[config.mk]
export PLATFORM = sky130hd
export DESIGN_NAME = riscv_multicycle_ctrl
export DESIGN_NICKNAME = d
export VERILOG_FILES = /design/src/rtl/riscv_multicycle_ctrl.sv
export SDC_FILE = /design/constraint.sdc
export NUM_CORES = 1
export LEC_CHECK = 0
export BUFFER_PORTS_ARGS = -buffer_cell sky130_fd_sc_hd__buf_2
export CELL_PAD_IN_SITES_DETAIL_PLACEMENT = 0
export CELL_PAD_IN_SITES_GLOBAL_PLACEMENT = 1
export CORE_UTILIZATION = 37
export DETAILED_ROUTE_END_ITERATION = 8
export PLACE_DENSITY_LB_ADDON = 0.1
export SYNTH_ARGS = -nofsm -noshare
export SYNTH_HDL_FRONTEND = slang
export SYNTH_SLANG_ARGS = --single-unit
[constraint.sdc]
create_clock -name clk -period 3.3 [get_ports clk]
set_input_delay 0.66 -clock clk [delete_from_list [all_inputs] [get_ports clk]]
set_output_delay 0.66 -clock clk [all_outputs]
set_load 0.02 [all_outputs]
[src/rtl/riscv_multicycle_ctrl.sv]
// Main control FSM for the multicycle RV32I core (lw, sw, R, I-ALU, beq, jal).
// Define MC_MEM_READY_EN to add a MemReady input that stalls memory states.
module riscv_multicycle_ctrl #(
  parameter bit ILLEGAL_HALT = 1'b1
) (
  input  logic       clk,
  input  logic       reset,
  input  logic [6:0] op,
  input  logic [2:0] func3,
  input  logic       func7,
  input  logic       Zero,
`ifdef MC_MEM_READY_EN
  input  logic       MemReady,
`endif
  output logic       PCWrite,
  output logic       AdrSrc,
  output logic       MemWrite,
  output logic       IRWrite,
  output logic [1:0] ResultSrc,
  output logic [1:0] ALUSrcA,
  output logic [1:0] ALUSrcB,
  output logic [1:0] ImmSrc,
  output logic [2:0] ALUControl,
  output logic       RegWrite,
  output logic       Halted
);

  localparam logic [6:0] OP_LW  = 7'b0000011;
  localparam logic [6:0] OP_SW  = 7'b0100011;
  localparam logic [6:0] OP_R   = 7'b0110011;
  localparam logic [6:0] OP_I   = 7'b0010011;
  localparam logic [6:0] OP_BEQ = 7'b1100011;
  localparam logic [6:0] OP_JAL = 7'b1101111;

  typedef enum logic [3:0] {
    FETCH,
    DECODE,
    MEMADR,
    MEMREAD,
    MEMWB,
    MEMWR,
    EXECR,
    EXECI,
    JAL,
    ALUWB,
    BEQ,
    HALT
  } state_t;

  typedef struct packed {
    logic       pc_update;
    logic       branch;
    logic       adr_src;
    logic       mem_write;
    logic       ir_write;
    logic       reg_write;
    logic       halted;
    logic [1:0] result_src;
    logic [1:0] alu_src_a;
    logic [1:0] alu_src_b;
    logic [1:0] alu_op;
  } ctl_t;

  state_t state;
  state_t nxt;
  ctl_t   ctl;
  ctl_t   cur;
  logic   mem_ready;
  logic   pc_upd;

`ifdef MC_MEM_READY_EN
  assign mem_ready = MemReady;
`else
  assign mem_ready = 1'b1;
`endif

  function automatic ctl_t ctl_of(input state_t s);
    ctl_t c;
    c = '0;
    case (s)
      FETCH: begin
        c.ir_write   = 1'b1;
        c.pc_update  = 1'b1;
        c.alu_src_b  = 2'b10;
        c.result_src = 2'b10;
      end
      DECODE: begin
        c.alu_src_a = 2'b01;
        c.alu_src_b = 2'b01;
      end
      MEMADR: begin
        c.alu_src_a = 2'b10;
        c.alu_src_b = 2'b01;
      end
      MEMREAD: c.adr_src = 1'b1;
      MEMWB: begin
        c.result_src = 2'b01;
        c.reg_write  = 1'b1;
      end
      MEMWR: begin
        c.adr_src   = 1'b1;
        c.mem_write = 1'b1;
      end
      EXECR: begin
        c.alu_src_a = 2'b10;
        c.alu_op    = 2'b10;
      end
      EXECI: begin
        c.alu_src_a = 2'b10;
        c.alu_src_b = 2'b01;
        c.alu_op    = 2'b10;
      end
      JAL: begin
        c.alu_src_a = 2'b01;
        c.alu_src_b = 2'b10;
        c.pc_update = 1'b1;
      end
      ALUWB: c.reg_write = 1'b1;
      BEQ: begin
        c.alu_src_a = 2'b10;
        c.alu_op    = 2'b01;
        c.branch    = 1'b1;
      end
      HALT: c.halted = 1'b1;
      default: c = '0;
    endcase
    return c;
  endfunction

  always_comb begin
    nxt = state;
    case (state)
      FETCH: if (mem_ready) nxt = DECODE;
      DECODE: begin
        case (op)
          OP_LW, OP_SW: nxt = MEMADR;
          OP_R:         nxt = EXECR;
          OP_I:         nxt = EXECI;
          OP_JAL:       nxt = JAL;
          OP_BEQ:       nxt = BEQ;
          default:      nxt = ILLEGAL_HALT ? HALT : FETCH;
        endcase
      end
      MEMADR:  nxt = op[5] ? MEMWR : MEMREAD;
      MEMREAD: if (mem_ready) nxt = MEMWB;
      MEMWB:   nxt = FETCH;
      MEMWR:   if (mem_ready) nxt = FETCH;
      EXECR:   nxt = ALUWB;
      EXECI:   nxt = ALUWB;
      JAL:     nxt = ALUWB;
      ALUWB:   nxt = FETCH;
      BEQ:     nxt = FETCH;
      HALT:    nxt = HALT;
      default: nxt = FETCH;
    endcase
  end

  // Outputs are registered alongside the state so they come straight off flops.
  always_ff @(posedge clk) begin
    if (!reset) begin
      state <= FETCH;
      ctl   <= ctl_of(FETCH);
    end else begin
      state <= nxt;
      ctl   <= ctl_of(nxt);
    end
  end

  always_comb begin
    cur = ctl;
    if (!reset) cur = ctl_of(FETCH);
  end

  // Fetch-time PC update waits for the memory; jal's update does not.
  assign pc_upd = cur.pc_update & (~cur.ir_write | mem_ready);

  assign PCWrite   = reset & (pc_upd | (cur.branch & Zero));
  assign IRWrite   = reset & cur.ir_write & mem_ready;
  assign MemWrite  = reset & cur.mem_write;
  assign RegWrite  = reset & cur.reg_write;
  assign Halted    = reset & cur.halted;
  assign AdrSrc    = cur.adr_src;
  assign ResultSrc = cur.result_src;
  assign ALUSrcA   = cur.alu_src_a;
  assign ALUSrcB   = cur.alu_src_b;

  always_comb begin
    ALUControl = 3'b000;
    case (cur.alu_op)
      2'b01: ALUControl = 3'b001;
      2'b10: begin
        case (func3)
          3'b000:  ALUControl = (op[5] & func7) ? 3'b001 : 3'b000;
          3'b010:  ALUControl = 3'b101;
          3'b110:  ALUControl = 3'b011;
          3'b111:  ALUControl = 3'b010;
          default: ALUControl = 3'b000;
        endcase
      end
      default: ALUControl = 3'b000;
    endcase
  end

  always_comb begin
    ImmSrc = 2'b00;
    case (op)
      OP_SW:   ImmSrc = 2'b01;
      OP_BEQ:  ImmSrc = 2'b10;
      OP_JAL:  ImmSrc = 2'b11;
      default: ImmSrc = 2'b00;
    endcase
  end

endmodule

==> results.toml <==
[status]
run_status = "finished, final reports clean"

[drt]
wl_mm = 2.06
drc = 0
first_pass_iters = 4
vias = 899
wl_per_cell_um = 11.8
drt_iter0_drc = 13
ant_nets = 0
viasPerCell = 5.17

[floorplan]
num_rows = 17
fp.dieW_um = 52.5
ios = 31
start_util = 0.407
core_area_um2 = 2320
die-area_um2 = 2760
die_h_um = 52.5

[final_layout]
diodes = 0
syn_to_final_growth_pct = 19.9
drive_above_1_share = 0.267
nets = 163
fill_cells = 238
regArea_um2 = 340
multiInputGateArea_um2 = 554

[critical_path]
cp.required_ns = 2.64
slowest_delay_ns = 0.33
path_max_fanout = 18
worstSetupPathType = "in2out"
startpoint = "reset"
cp-end-kind = "primary output"
path_common_cell = "buf_2"
cp_slowest_cell = "ha_1"
cp_top_family = "buffers and inverters"
worstPathCellList = "buf_2 > nand2_1 > ha_1 > nor4_1 > buf_2"
start_kind = "primary input"
cp_num_buf_inv = 2
crit_arrival_ns = 1.77
r2r_start = "state[2]"

[sta]
slew_headroom = 0.288
min_period_over_period = 0.735
slew_viol_final = 0
period_minus_slack_ns = 2.43
tightest_slew_ns = 1.07
hold_violations = 0
max_freq_ghz = 0.412
setup_viol = 0
tns_ns = 0
skew_ns = 0.00160
rsz0062_at_grt = "false"
timing.hold.ws_ns = 0.683

[yosys]
syn_avg_cell_area_um2 = 8.07
async_flop_share = 0
synth.top_cell.area_share = 0.360
synth-edff-count = 0
synthTopCellsByArea = "dfxtp_1, and2_1, nor2_1"
syn_nets = 133
synth_seq_cells = 17
ys_seq_area_frac = 0.360
synthFlopType = "dfxtp_1"
netlist_instances = 117
synthesis.area_um2 = 945
synth_largest_area_cell = "dfxtp_1"
yosys_warnings = 0
synthDistinctLibCells = 36

[global_route]
grt_pass1_wl_mm = 3.28
grt_max_degree = 19
overflow = 0
track_usage = 0.161
antenna_found_initial = 0
grt_pass1_vias = 736

[clocking]
worstSkewPairLatency_ns = 0.28
hold_buffers = 0
cts_tree = "done"
cts_setup_buffers = 0
clockRootBuffer = "clkbuf_4"
clk_pin_slew_ns = 0.09
cts_resized = 0
cts_sinks = 17
h-tree-depth = 1
cts_buffer_depth = 2
numCtsBuffers = 3

[place]
dp_hpwl_mm = 1.56
finalWeightedCongestion = 0.760
port_buffers = 30

[job]
drv_cap = 0

[pwr]
peakVddDrop_mv = 0.397
p_per_area_nw_per_um2 = 582
cellLeakagePower_uw = 0.000520

[min_path]
hp-start = "state[0]"
hold_path_class = "reg2reg"
==> per-stage QoR <==
stage          setup WS [ns]  cell area, um^2  instances  utilization  total power [uW]
2_1_floorplan          0.677              945        117            -               491
3_3_place_gp           0.877             1110        170        0.477               554
3_5_place_dp           0.841             1110        170        0.477               558
4_1_cts                0.851             1130        174        0.488               661
5_1_grt                0.740             1130        174        0.488               711
6_report               0.874             1130        174        0.488               659
==> layer usage <==
metal | GRT usage | part of all wire | vias up
li1 | - | - | 467
met1 | 0.214 | 0.49 | 413
met2 | 0.262 | 0.47 | 17
met3 | 0.0435 | 0.036 | 2
met4 | 0.0307 | 0.0044 | 0
met5 | 0 | 0 | -
==> synth_stat cells (2+ instances only) <==
master	instances
a21oi_1	5
a31o_2	2
nand3_1	4
o31ai_1	2
inv_1	7
nor2_1	12
nor3b_1	2
nor3_1	4
nand2b_1	6
o21ai_0	4
o21a_1	2
nor4b_1	3
buf_2	4
and2_1	11
dfxtp_1	17
nand2_1	9
ha_1	2
mux2i_1	2
a21boi_0	2
==> cells in the final DEF (no fill, tap or decap), drive strengths merged, types with 2 or more instances in the layout <==
| cell type | n |
|---|---|
| nor3b | 2 |
| dfxtp | 17 |
| nand3 | 4 |
| ha | 2 |
| o31ai | 2 |
| nor2 | 12 |
| nor3 | 4 |
| a21oi | 5 |
| a31o | 2 |
| buf | 30 |
| clkbuf | 4 |
| o21a | 2 |
| mux2i | 2 |
| a21boi | 2 |
| inv | 7 |
| nand2 | 9 |
| and2 | 11 |
| nor4b | 3 |
| o21ai | 4 |
| nand2b | 6 |
==> sequential cells by signal, summed over array words and instances (netlist names) <==
register  cells
ctl          13
state         4
==> final timing paths <==
path | end | slack [ns] | cells after the start
hold / removal | ctl[4] | 0.68 | 3
hold reg to reg | ctl[4] | 0.68 | 3
setup reg to reg | ctl[8] | 1.04 | 5
setup / recovery | ALUControl[2] | 0.87 | 5
==> where the power goes <==
| part | switching (uW) | internal, uW | leakage (uW) | total [uW] |
|---|---|---|---|---|
| clock | 59.1 | 46.9 | 0.0000150 | 106 |
| sequential | 34.0 | 252 | 0.000140 | 286 |
| combinational | 154 | 113 | 0.000365 | 267 |
| total | 247 | 412 | 0.000520 | 659 |
==> area by class of cell <==
type | instances | share of cell area
Timing Repair Buffer | 30 | 0.133
Clock buffer | 4 | 0.0232
Multi-Input combinational cell | 88 | 0.490
Tap cell | 28 | 0.0309
Inverter | 7 | 0.0232
Sequential cell | 17 | 0.301
==> worst reg2reg max path: cells and delay by family (launching register included) <==
kind               cells  cell delay (ns)
AOI/OAI and AO/OA      2             1.06
and+or+nand+nor        3             0.57
DFF                    1             0.50
==> cells by family after synthesis <==
family,Yosys count,synth area share
multiplexers,3,0.0331
adder cells (fa/ha/maj),2,0.0265
AO/OA/AOI/OAI,24,0.172
XOR/XNOR,1,0.00927
buffers and inverters,12,0.0530
flip-flops,17,0.360
AND/OR/NAND/NOR,58,0.346
Power figures use the tool's default switching activity.
